===== src/rtl/counter_sequencer.sv =====
// Command-driven sequencer for the tile's external up-counter: load, count to limit, optional reload passes.
// Optional build macro CNTSEQ_PAUSE_TIMEOUT_EN aborts a PAUSE that lasts 256 cycles with an err pulse.
module counter_sequencer #(
  parameter int WIDTH    = 8,
  parameter int REPEAT_W = 4
) (
  input  logic                clk,
  input  logic                rst_n,
  input  logic                cmd_valid,
  output logic                cmd_ready,
  input  logic [1:0]          cmd_op,
  input  logic [WIDTH-1:0]    cfg_start,
  input  logic [WIDTH-1:0]    cfg_limit,
  input  logic [REPEAT_W-1:0] cfg_repeat,
  input  logic [WIDTH-1:0]    cnt_val,
  output logic                cnt_load,
  output logic [WIDTH-1:0]    cnt_load_val,
  output logic                cnt_en,
  output logic                busy,
  output logic                paused,
  output logic [REPEAT_W-1:0] runs_left,
  output logic                done,
  output logic                err
);

  localparam logic [1:0] OP_START  = 2'b00;
  localparam logic [1:0] OP_STOP   = 2'b01;
  localparam logic [1:0] OP_RESUME = 2'b10;
  localparam logic [1:0] OP_ABORT  = 2'b11;

  typedef enum logic [1:0] {IDLE, LOAD, RUN, PAUSE} state_t;

  state_t              state, next_state;
  logic [WIDTH-1:0]    start_q, limit_q;
  logic [REPEAT_W-1:0] rep_left, rep_next;
  logic                accept, terminal, timeout;
  logic                is_start, is_stop, is_resume, is_abort;
  logic                done_next, err_next, latch_cfg;

  assign accept    = cmd_valid && cmd_ready;
  assign is_start  = (cmd_op == OP_START);
  assign is_stop   = (cmd_op == OP_STOP);
  assign is_resume = (cmd_op == OP_RESUME);
  assign is_abort  = (cmd_op == OP_ABORT);
  assign terminal  = (cnt_val == limit_q);

`ifdef CNTSEQ_PAUSE_TIMEOUT_EN
  logic [7:0] pause_timer;

  // Timer sits at zero outside PAUSE, so the first PAUSE cycle always sees 0.
  always_ff @(posedge clk) begin
    if (!rst_n || state != PAUSE) pause_timer <= 8'd0;
    else                          pause_timer <= pause_timer + 8'd1;
  end

  assign timeout = (state == PAUSE) && (pause_timer == 8'hFF);
`else
  assign timeout = 1'b0;
`endif

  // State register and registered status outputs
  always_ff @(posedge clk) begin
    if (!rst_n) begin
      state     <= IDLE;
      start_q   <= '0;
      limit_q   <= '0;
      rep_left  <= '0;
      done      <= 1'b0;
      err       <= 1'b0;
      busy      <= 1'b0;
      paused    <= 1'b0;
      cmd_ready <= 1'b1;
    end else begin
      state     <= next_state;
      rep_left  <= rep_next;
      done      <= done_next;
      err       <= err_next;
      busy      <= (next_state != IDLE);
      paused    <= (next_state == PAUSE);
      cmd_ready <= (next_state != LOAD);
      if (latch_cfg) begin
        start_q <= cfg_start;
        limit_q <= cfg_limit;
      end
    end
  end

  // Next-state logic
  always_comb begin
    next_state = state;
    rep_next   = rep_left;
    done_next  = 1'b0;
    err_next   = 1'b0;
    latch_cfg  = 1'b0;
    unique case (state)
      IDLE: begin
        if (accept) begin
          if (is_start) begin
            next_state = LOAD;
            latch_cfg  = 1'b1;
            rep_next   = cfg_repeat;
          end else begin
            err_next = 1'b1;
          end
        end
      end
      LOAD: next_state = RUN;
      RUN: begin
        if (accept && is_abort) begin
          next_state = IDLE;
        end else if (terminal && rep_left == '0) begin
          // Completion beats any other command on the last terminal cycle.
          next_state = IDLE;
          done_next  = 1'b1;
          err_next   = accept;
        end else begin
          if (terminal) rep_next = rep_left - 1'b1;
          if (accept && is_stop) next_state = PAUSE;
          else if (accept)       err_next   = 1'b1;
        end
      end
      PAUSE: begin
        if (accept && is_resume) begin
          next_state = RUN;
        end else if (accept && is_abort) begin
          next_state = IDLE;
        end else begin
          err_next = accept;
          if (timeout) begin
            next_state = IDLE;
            err_next   = 1'b1;
          end
        end
      end
    endcase
  end

  // Counter controls
  always_comb begin
    cnt_load = 1'b0;
    cnt_en   = 1'b0;
    unique case (state)
      LOAD: cnt_load = 1'b1;
      RUN: begin
        cnt_en   = !terminal;
        cnt_load = terminal && (rep_left != '0) && !(accept && is_abort);
      end
      default: ;
    endcase
  end

  assign cnt_load_val = start_q;
  assign runs_left    = rep_left;

  a_load_en_exclusive: assert property (@(posedge clk) disable iff (!rst_n) !(cnt_load && cnt_en));
  a_done_not_busy:     assert property (@(posedge clk) disable iff (!rst_n) done |-> !busy);
  a_paused_busy:       assert property (@(posedge clk) disable iff (!rst_n) paused |-> busy);

endmodule


===== config.mk =====
export PLATFORM = sky130hd
export DESIGN_NAME = counter_sequencer
export DESIGN_NICKNAME = d
export VERILOG_FILES = /design/src/rtl/counter_sequencer.sv
export SDC_FILE = /design/constraint.sdc
export NUM_CORES = 1
export LEC_CHECK = 0
export CORE_MARGIN = 5
export CORE_UTILIZATION = 43
export DETAILED_ROUTE_END_ITERATION = 8
export GPL_ROUTABILITY_DRIVEN = 1
export GPL_TIMING_DRIVEN = 0
export PLACE_DENSITY = 0.78
export SLEW_MARGIN = 20
export SYNTH_ARGS = -nofsm -noshare
export SYNTH_HDL_FRONTEND = slang
export SYNTH_SLANG_ARGS = --single-unit

===== constraint.sdc =====
create_clock -name clk -period 2.5 [get_ports clk]
set_clock_uncertainty 0.2 [all_clocks]
set_input_delay 0.5 -clock clk [delete_from_list [all_inputs] [get_ports clk]]
set_output_delay 0.5 -clock clk [all_outputs]
set_load 0.05 [all_outputs]

# After elaboration in Yosys (flattened, before gate mapping)
# Index checks and enable logic that the tools add are counted.
[word_totals]
register_bits = 27
inputBits = 33
elab_cells = 72
[op_classes]
add_sub_neg = 1
eq_ne = 14
n_mux = 29
bitwise_logic = 2
reduce_logical = 17
[ops]
columns = ["operator", "count"]
rows = [
  ["2-to-1 mux 4 bit", 5],
  ["2-to-1 mux 2 bit", 7],
  ["2-to-1 mux 1 bit", 13],
  ["equality test 2 bit (second input constant)", 5],
  ["inequality test 2 bit (second input constant)", 5],
  ["equality test 8 bit", 1],
  ["case mux 2 bit (4 select lines)", 1],
  ["case mux 4 bit (2 select lines)", 1],
  ["logical AND 1 bit", 7],
  ["AND reduction 6 bit", 1],
  ["equality test 2 x 1 -> 1 bit (second input constant)", 2],
  ["zero test 2 bit", 2],
  ["zero test 4 bit", 1],
  ["nonzero test 2 bit", 2],
  ["nonzero test 4 bit", 1],
  ["subtractor 4 x 1 -> 4 bit (second input constant)", 1],
  ["case mux 1 bit (3 select lines)", 1],
  ["OR reduction 3 bit", 1],
  ["zero test 1 bit", 2],
  ["inequality test 2 x 1 -> 1 bit (second input constant)", 1],
  ["NOT 1 bit", 2],
  ["case mux 1 bit (2 select lines)", 1],
]

# Depth between registers and ports, before layout
# Gate-level depths: netlist of run 1.
[depth]
ltp_word = 7
ltp_mapped = 7
depth_no_buf = 7

# Worst setup path after synthesis of run 1
# No wires, ideal clock.
[synth_path]
path_type = "reg2out"
startpoint = "register rep_left[0], in the netlist runs_left[0]"
endpoint = "output port cnt_load"
arrival_ps = 1810
path_slack_ps = -10
stages_incl_launch_ff = 6
path_cell_list = "dfxtp_1 > inv_1 > ha_1 > nor3b_1 > nor3_1 > o21a_1"
[synth_via]
elab_chain_cells = 4
[synth_lines]
columns = ["element", "line", "text"]
rows = [
  ["from (decl)", "35", "logic [REPEAT_W-1:0] rep_left, rep_next;"],
  ["from (signal assigned)", "75", "rep_left <= rep_next;"],
  ["nonzero test 4 bit", "146", "cnt_load = terminal && (rep_left != '0) && !(accept && is_abort);"],
  ["logical AND 1 bit (2 in a row)", "146", ""],
  ["case mux 1 bit (2 select lines)", "142", "unique case (state)"],
  ["to (decl)", "16", "output logic cnt_load,"],
]
# No other way between the ends.

# Worst setup path in the final report of run 1
[layout_path]
startpoint = "input port cnt_val[0]"
endpoint = "register err"
[layout_via]
elab_chain_cells = 5
[layout_lines]
columns = ["element", "line", "text"]
rows = [
  ["from (decl)", "15", "input logic [WIDTH-1:0] cnt_val,"],
  ["equality test 8 bit", "45", "assign terminal = (cnt_val == limit_q);"],
  ["logical AND 1 bit", "111", "end else if (terminal && rep_left == '0) begin"],
  ["2-to-1 mux 1 bit", "111", ""],
  ["2-to-1 mux 1 bit", "109", "if (accept && is_abort) begin"],
  ["case mux 1 bit (3 select lines)", "95", "unique case (state)"],
  ["to (signal assigned)", "77", "err <= err_next;"],
  ["to (decl)", "23", "output logic err"],
]
# No other way between the ends.
# A chain may end at the register's enable or synchronous reset.

==> results of run 1 <==
-- worst min path at each step --
stage	cells past startpoint	start	slack, ns	end
CTS	2	cnt_load_val[3]	0.27	cnt_load_val[3]
global route	2	limit_q[7]	0.30	limit_q[7]
detailed placement	2	cnt_load_val[2]	0.25	cnt_load_val[2]
floorplan	2	limit_q[0]	0.25	limit_q[0]
global placement	2	cnt_load_val[0]	0.24	cnt_load_val[0]
finish	2	cnt_load_val[3]	0.27	cnt_load_val[3]
-- routing by layer --
metal,track usage,vias to the layer above,part of all wire
met3,0.0658,14,0.097
li1,-,713,-
met5,0,-,0
met2,0.319,75,0.51
met1,0.216,701,0.37
met4,0.0838,0,0.026
-- power by group through the flow --
stage	logic (W)	registers (W)	clock network (W)
floorplan	0.000339	0.000656	0
global placement	0.000652	0.000543	0
detailed placement	0.000670	0.000548	0
finish	0.000719	0.000545	0.000186
global route	0.000767	0.000554	0.000213
CTS	0.000681	0.000541	0.000192
-- timing repair --
item / 4_1_cts / 5_1_grt
setup endpoints to repair: 2 / 10
gates resized for setup: 27 / 10
buffers inserted: 8 / 0
pin swaps: 9 / 2
endpoints found under the hold margin: 0 / 0
cloned: 0 / 0
-- cell families (layout without fill, tap and decap cells) --
| family | Yosys count | in the layout | share of synthesized area |
|---|---|---|---|
| XOR/XNOR | 8 | 8 | 0.0507 |
| multiplexers | 4 | 4 | 0.0290 |
| AO/OA/AOI/OAI | 39 | 39 | 0.191 |
| flip-flops | 27 | 27 | 0.391 |
| adder cells (fa/ha/maj) | 6 | 6 | 0.0543 |
| buffers and inverters | 14 | 76 | 0.0399 |
| AND/OR/NAND/NOR | 71 | 71 | 0.244 |
-- registers in the layout, indices dropped and copies added (netlist names), 2 cells and up --
signal / flops
state: 2
limit_q: 8
cnt_load_val: 8
runs_left: 4
-- layout make-up --
cell class | count | area, um^2
Tap cell | 44 | 55.1
Sequential cell | 27 | 546
Multi-Input combinational cell | 128 | 822
Fill cell | 278 | 1010
Inverter | 7 | 26.3
Buffer | 7 | 36.3
Clock buffer | 4 | 26.3
Timing Repair Buffer | 58 | 557
-- stage by stage --
step	util	cells
after global routing	0.672	275
after global placement	0.630	263
after CTS	0.658	275
after detailed placement	0.630	263
final	0.672	275
after floorplan	-	169
-- critical path, stage by stage --
cell             delay [ns]
clkdlybuf4s15_1        0.21
xor2_2                 0.20
nor4_4                 0.31
buf_4                  0.17
buf_4                  0.10
buf_4                  0.09
buf_4                  0.09
buf_4                  0.09
buf_4                  0.10
and4_1                 0.21
o211ai_1               0.13
a2111oi_2              0.33
-- cells in the final DEF, fill, tap and decap left out, types with 2 or more instances in the layout --
cell type        synthesis  final
a211o_1                  2      2
clkdlybuf4s15_1          0      2
xor2_1                   8      7
dlymetal6s2s_1           0      3
clkdlybuf4s50_1          0     37
dlygate4sd2_1            0      6
mux2i_1                  4      4
o211ai_1                 3      3
nor2b_1                  2      2
clkbuf_4                 0      3
inv_1                    7      7
clkbuf_1                 4      5
dfxtp_2                  0      4
buf_4                    0      8
nand3_1                  4      4
ha_1                     6      6
buf_6                    0      2
o31ai_1                  4      4
nor3_1                   3      2
buf_2                    2      3
nand2_1                 42     42
o21ai_0                  2      2
and2_1                   2      2
nor2_1                   9      8
a21oi_1                 17     17
dfxtp_1                 27     23
==> summary.md, run 1 <==
| Metric | Value |
|---|---|
| CP Class | input pin to flop |
| Post-route ant nets | 0 |
| Vias per cell | 5.47 |
| Element type at the critical path end | flop |
| Final instance area | 2070 um^2 |
| LEAKAGE | 0.822 nW |
| Area growth from synthesis to layout | 49.7% |
| NetSw | 0.000617 W |
| Total iterations of the first detailed-routing run | 4 |
| Post-synthesis sequential area ratio | 0.391 |
| CP startpoint | cnt_val[0] |
| Largest cells by area after synthesis | dfxtp_1 39%, nand2_1 11%, a21oi_1 6.2% |
| Placed Instance Area | 1940 um^2 |
| CTS Root Cell | clkbuf_4 |
| CTS Hold Bufs | 0 |
| Worst reg-to-reg setup slack | 0.03 ns |
| Ys flop type | dfxtp_1 |
| Area leader, netlist | dfxtp_1 |
| Post-synth EDFFs | 0 |
| Worst-path maximum fanout | 3 |
| Initial antenna violation count | 0 |
| Violated checks | negative setup slack |
| Total power | 0.00145 W |
| Iter 0 DRT Violations | 172 |
| Hold crit path type | flop to flop |
| Internal Pwr Total | 0.000834 W |
| DIE HEIGHT | 66.7 um |
| Core outline area | 3080 um^2 |
| Clock network latency to the later pin of the worst-skew pair | 0.32 ns |
| Floorplan die width | 66.7 um |
| RSZ-0062 raised after global routing | yes |
| Most common library cells after synthesis | 42 x nand2_1, 27 x dfxtp_1, 17 x a21oi_1, 9 x nor2_1, 8 x xor2_1 |
| RR Endpoint | err |
| Nets@finish | 271 |
| Initial Utilization | 0.449 |
| Sequential Power Share | 0.376 |
| Peak supply drop | 0.298 mV |
| Final setup TNS | -0.0638 ns |
| I/O pins | 52 |
| Power per cell area | 701 nW/um^2 |
| Grt total ovfl | 0 |
| WP data required | 2.51 ns |
| Synth unique cells | 38 |
| Post-Synthesis Cells | 169 |
| Tmin final | 2.53 ns |
| H-tree depth | 1 |
| Sw Ratio | 0.425 |
| WL final | 4000 um |
| Flip-flop and latch count after synthesis | 27 |
| N_diodes | 0 |
| Worst rel slew slack | 0.654 |
| Clock buffer count from CTS | 3 |
| Measured slew at the worst slew-check pin | 0.517 ns |
| Critical Path Source Type | input pin |
| Slew Viols, Final | 0 |
| Number of global-route vias before repair | 1500 |
| Syn avg cell area | 8.17 um^2 |
| Count leader, synth | nand2_1 |
| Dpl ws | -0.950 ns |
| DRC Markers | 0 |
| Share of cells above drive strength 1 | 0.134 |
| Port buffer count | 50 |
| Mean routed wirelength per cell | 14.5 um |
| Final Wtd Congestion | 1.00 |
| Worst Reg2Reg Path Length in Cells | 11 |
| Setup Viol. Count Final | 2 |
| Hold WS | 0.269 ns |
| RR Startpoint | limit_q[0] |
| Clock slew at reported path FFs | 0.13 ns |
| Final hold violation count | 0 |
| Detail Placement HPWL | 2840 um |
| Cell area after synthesis | 1380 um^2 |
| Cell Rows | 20 |
| First-pass GRT wire length | 6590 um |
| CP arrival | 2.54 ns |
| CP endpoint | err |
| Die area | 4450 um^2 |
| Fmax | 395 MHz |
| Synthesis Warnings | 0 |
| Outcome | finished with violations |
| Top-area cell type share of the netlist area | 0.391 |
| CTS tree | yes |
| Via count | 1503 |
| Fin crit share | 1.01 |
| Clock power frac | 0.128 |
| Pin count of the biggest net entering global routing | 15 |
| Fin worst setup slack | -0.0345 ns |
| Clk sinks | 27 |
| Ys async rst share | 0 |
| Max Cap Viol | 0 |
| GRT Resource Usage Total | 0.190 |
| Syn nets | 208 |
| CTS max path bufs | 2 |
| Gate power share | 0.496 |
Note: power is estimated with default switching activity, not from simulation.
==> run 2: changes to the inputs <==
CTS_CLUSTER_DIAMETER = 100   (was not set)
REMOVE_ABC_BUFFERS = 1   (was not set)
==> summary.md, run 2 (same netlist as run 1, synthesis figures left out) <==
| Metric | Value |
|---|---|
| Port buffer count | 51 (+2.0%) |
| GRT Resource Usage Total | 0.186 (-0.00430) |
| WL final | 3890 um (-2.9%) |
| DIE HEIGHT | 66.7 um (unchanged) |
| Peak supply drop | 0.407 mV (+37%) |
| Share of cells above drive strength 1 | 0.145 (+0.0112) |
| Setup Viol. Count Final | 2 (unchanged) |
| Measured slew at the worst slew-check pin | 0.667 ns (+0.149 ns) |
| Violated checks | negative setup slack |
| CTS Root Cell | clkbuf_4 |
| Element type at the critical path end | output port |
| CP Class | input pin to output port |
| Nets@finish | 267 (-1.5%) |
| DRC Markers | 0 (unchanged) |
| Post-route ant nets | 0 (unchanged) |
| M2 GR Usage | 0.312 (-0.00743) |
| Via count | 1448 (-3.7%) |
| Placed Instance Area | 1920 um^2 (-1.0%) |
| RR Startpoint | state[0] |
| HP Start | cnt_load_val[3] |
| Met3 usage | 0.0894 (+0.0236) |
| CTS tree | yes |
| Fmax | 389 MHz (-1.3%) |
| CTS Hold Bufs | 0 (unchanged) |
| WP data required | 1.80 ns (-0.71 ns) |
| Area growth from synthesis to layout | 52.4% |
| Floorplan die width | 66.7 um (unchanged) |
| RSZ-0062 raised after global routing | yes |
| Pin count of the biggest net entering global routing | 22 (+7) |
| Power per cell area | 714 nW/um^2 (+1.8%) |
| Clock slew at reported path FFs | 0.14 ns (about the same) |
| LEAKAGE | 0.796 nW (-3.1%) |
| Mean routed wirelength per cell | 14.3 um (-1.4%) |
| Detail Placement HPWL | 2610 um (-7.8%) |
| Fin worst setup slack | -0.0681 ns (-0.0337 ns) |
| Clock network latency to the later pin of the worst-skew pair | 0.32 ns (about the same) |
| Initial Utilization | 0.449 (unchanged) |
| Outcome | finished with violations |
| First-pass GRT wire length | 6370 um (-3.4%) |
| Number of global-route vias before repair | 1481 (-1.3%) |
| Hold crit path type | flop to flop |
| Iter 0 DRT Violations | 106 (-38%) |
| N_diodes | 0 (unchanged) |
| Fill cells | 258 (-7.2%) |
| Worst-path maximum fanout | 2 (-1) |
| Final setup TNS | -0.106 ns (-0.0421 ns) |
| H-tree depth | 1 (unchanged) |
| Final Wtd Congestion | 0.844 (-16%) |
| Critical Path Source Type | input pin |
| Cell Rows | 20 (unchanged) |
| Tmin final | 2.57 ns (+0.0337 ns) |
| Clk sinks | 27 (unchanged) |
| CTS max path bufs | 2 (unchanged) |
| Dpl ws | -1.01 ns (-0.0558 ns) |
| CP arrival | 1.87 ns (-0.67 ns) |
| Worst rel slew slack | 0.555 (-0.0990) |
| Final instance area | 2100 um^2 (+1.8%) |
| Clock buffer count from CTS | 3 (unchanged) |
| Total iterations of the first detailed-routing run | 4 (unchanged) |
| GR Util met1 | 0.185 (-0.0311) |
| Grt peak-use layer | met2 |
| Fin crit share | 1.03 (+0.0135) |
| Max Cap Viol | 0 (unchanged) |
| Commonest non-fill, non-tap cells in the layout | 41 x nand2_1, 41 x clkdlybuf4s50_1, 25 x dfxtp_1 |
| Vias per cell | 5.34 (-2.2%) |
| Final core occ | 0.684 (+0.0118) |
| Core outline area | 3080 um^2 (unchanged) |
| Grt total ovfl | 0 (unchanged) |
| CP startpoint | cnt_val[1] |
| Slew Viols, Final | 0 (unchanged) |
| I/O pins | 52 (unchanged) |
| Initial antenna violation count | 0 (unchanged) |
| Final hold violation count | 0 (unchanged) |
| Die area | 4450 um^2 (unchanged) |
| Worst reg-to-reg setup slack | 0.20 ns (+0.17 ns) |
## run 2: worst max-delay path: stages
cell and delay, ns:
dlygate4sd2_1 0.24, xor2_1 0.15, nor4_2 0.34, nand2_1 0.17, nor3_2 0.15, o21a_1 0.16, buf_6 0.16
## run 2: final timing paths
check,to,cells after the start
worst max register to register,busy,7
worst max-delay path,cnt_load,7
worst min register to register,cnt_load_val[3],2
worst min-delay path,cnt_load_val[3],2
## run 2: layer usage
layer,up-vias,routed length [um]
li1,700,-
met1,654,1430
met2,80,1840
met3,14,515
met4,0,103
met5,-,0
## run 2: cell type report
| class | instances | area, um^2 | area share |
|---|---|---|---|
| clock buffers | 3 | 22.5 | 0.0107 |
| clock inverters | 1 | 5.00 | 0.00238 |
| inverters | 7 | 26.3 | 0.0125 |
| multi-input cells | 128 | 867 | 0.412 |
| flip-flops and latches | 27 | 543 | 0.258 |
| well taps | 44 | 55.1 | 0.0262 |
| repair buffers | 61 | 586 | 0.278 |
## run 2: metrics by stage
stage / power, W / cells / hold WS [ns]
6_report: 0.00150 / 271 / 0.264
4_1_cts: 0.00141 / 276 / 0.264
2_1_floorplan: 0.000986 / 162 / 0.248
5_1_grt: 0.00160 / 271 / 0.290
3_3_place_gp: 0.00118 / 257 / 0.241
3_5_place_dp: 0.00120 / 257 / 0.248
## run 2: what timing repair did
item	in CTS	in global routing
gates resized for setup	27	17
pin swaps	12	9
endpoints found under the setup margin	3	11
buffers inserted	15	1
## run 2: report_power, final
part / internal, W / switching [W]
registers: 0.000487 / 0.0000523
clock network: 0.0000600 / 0.000128
logic: 0.000315 / 0.000461
total: 0.000862 / 0.000641
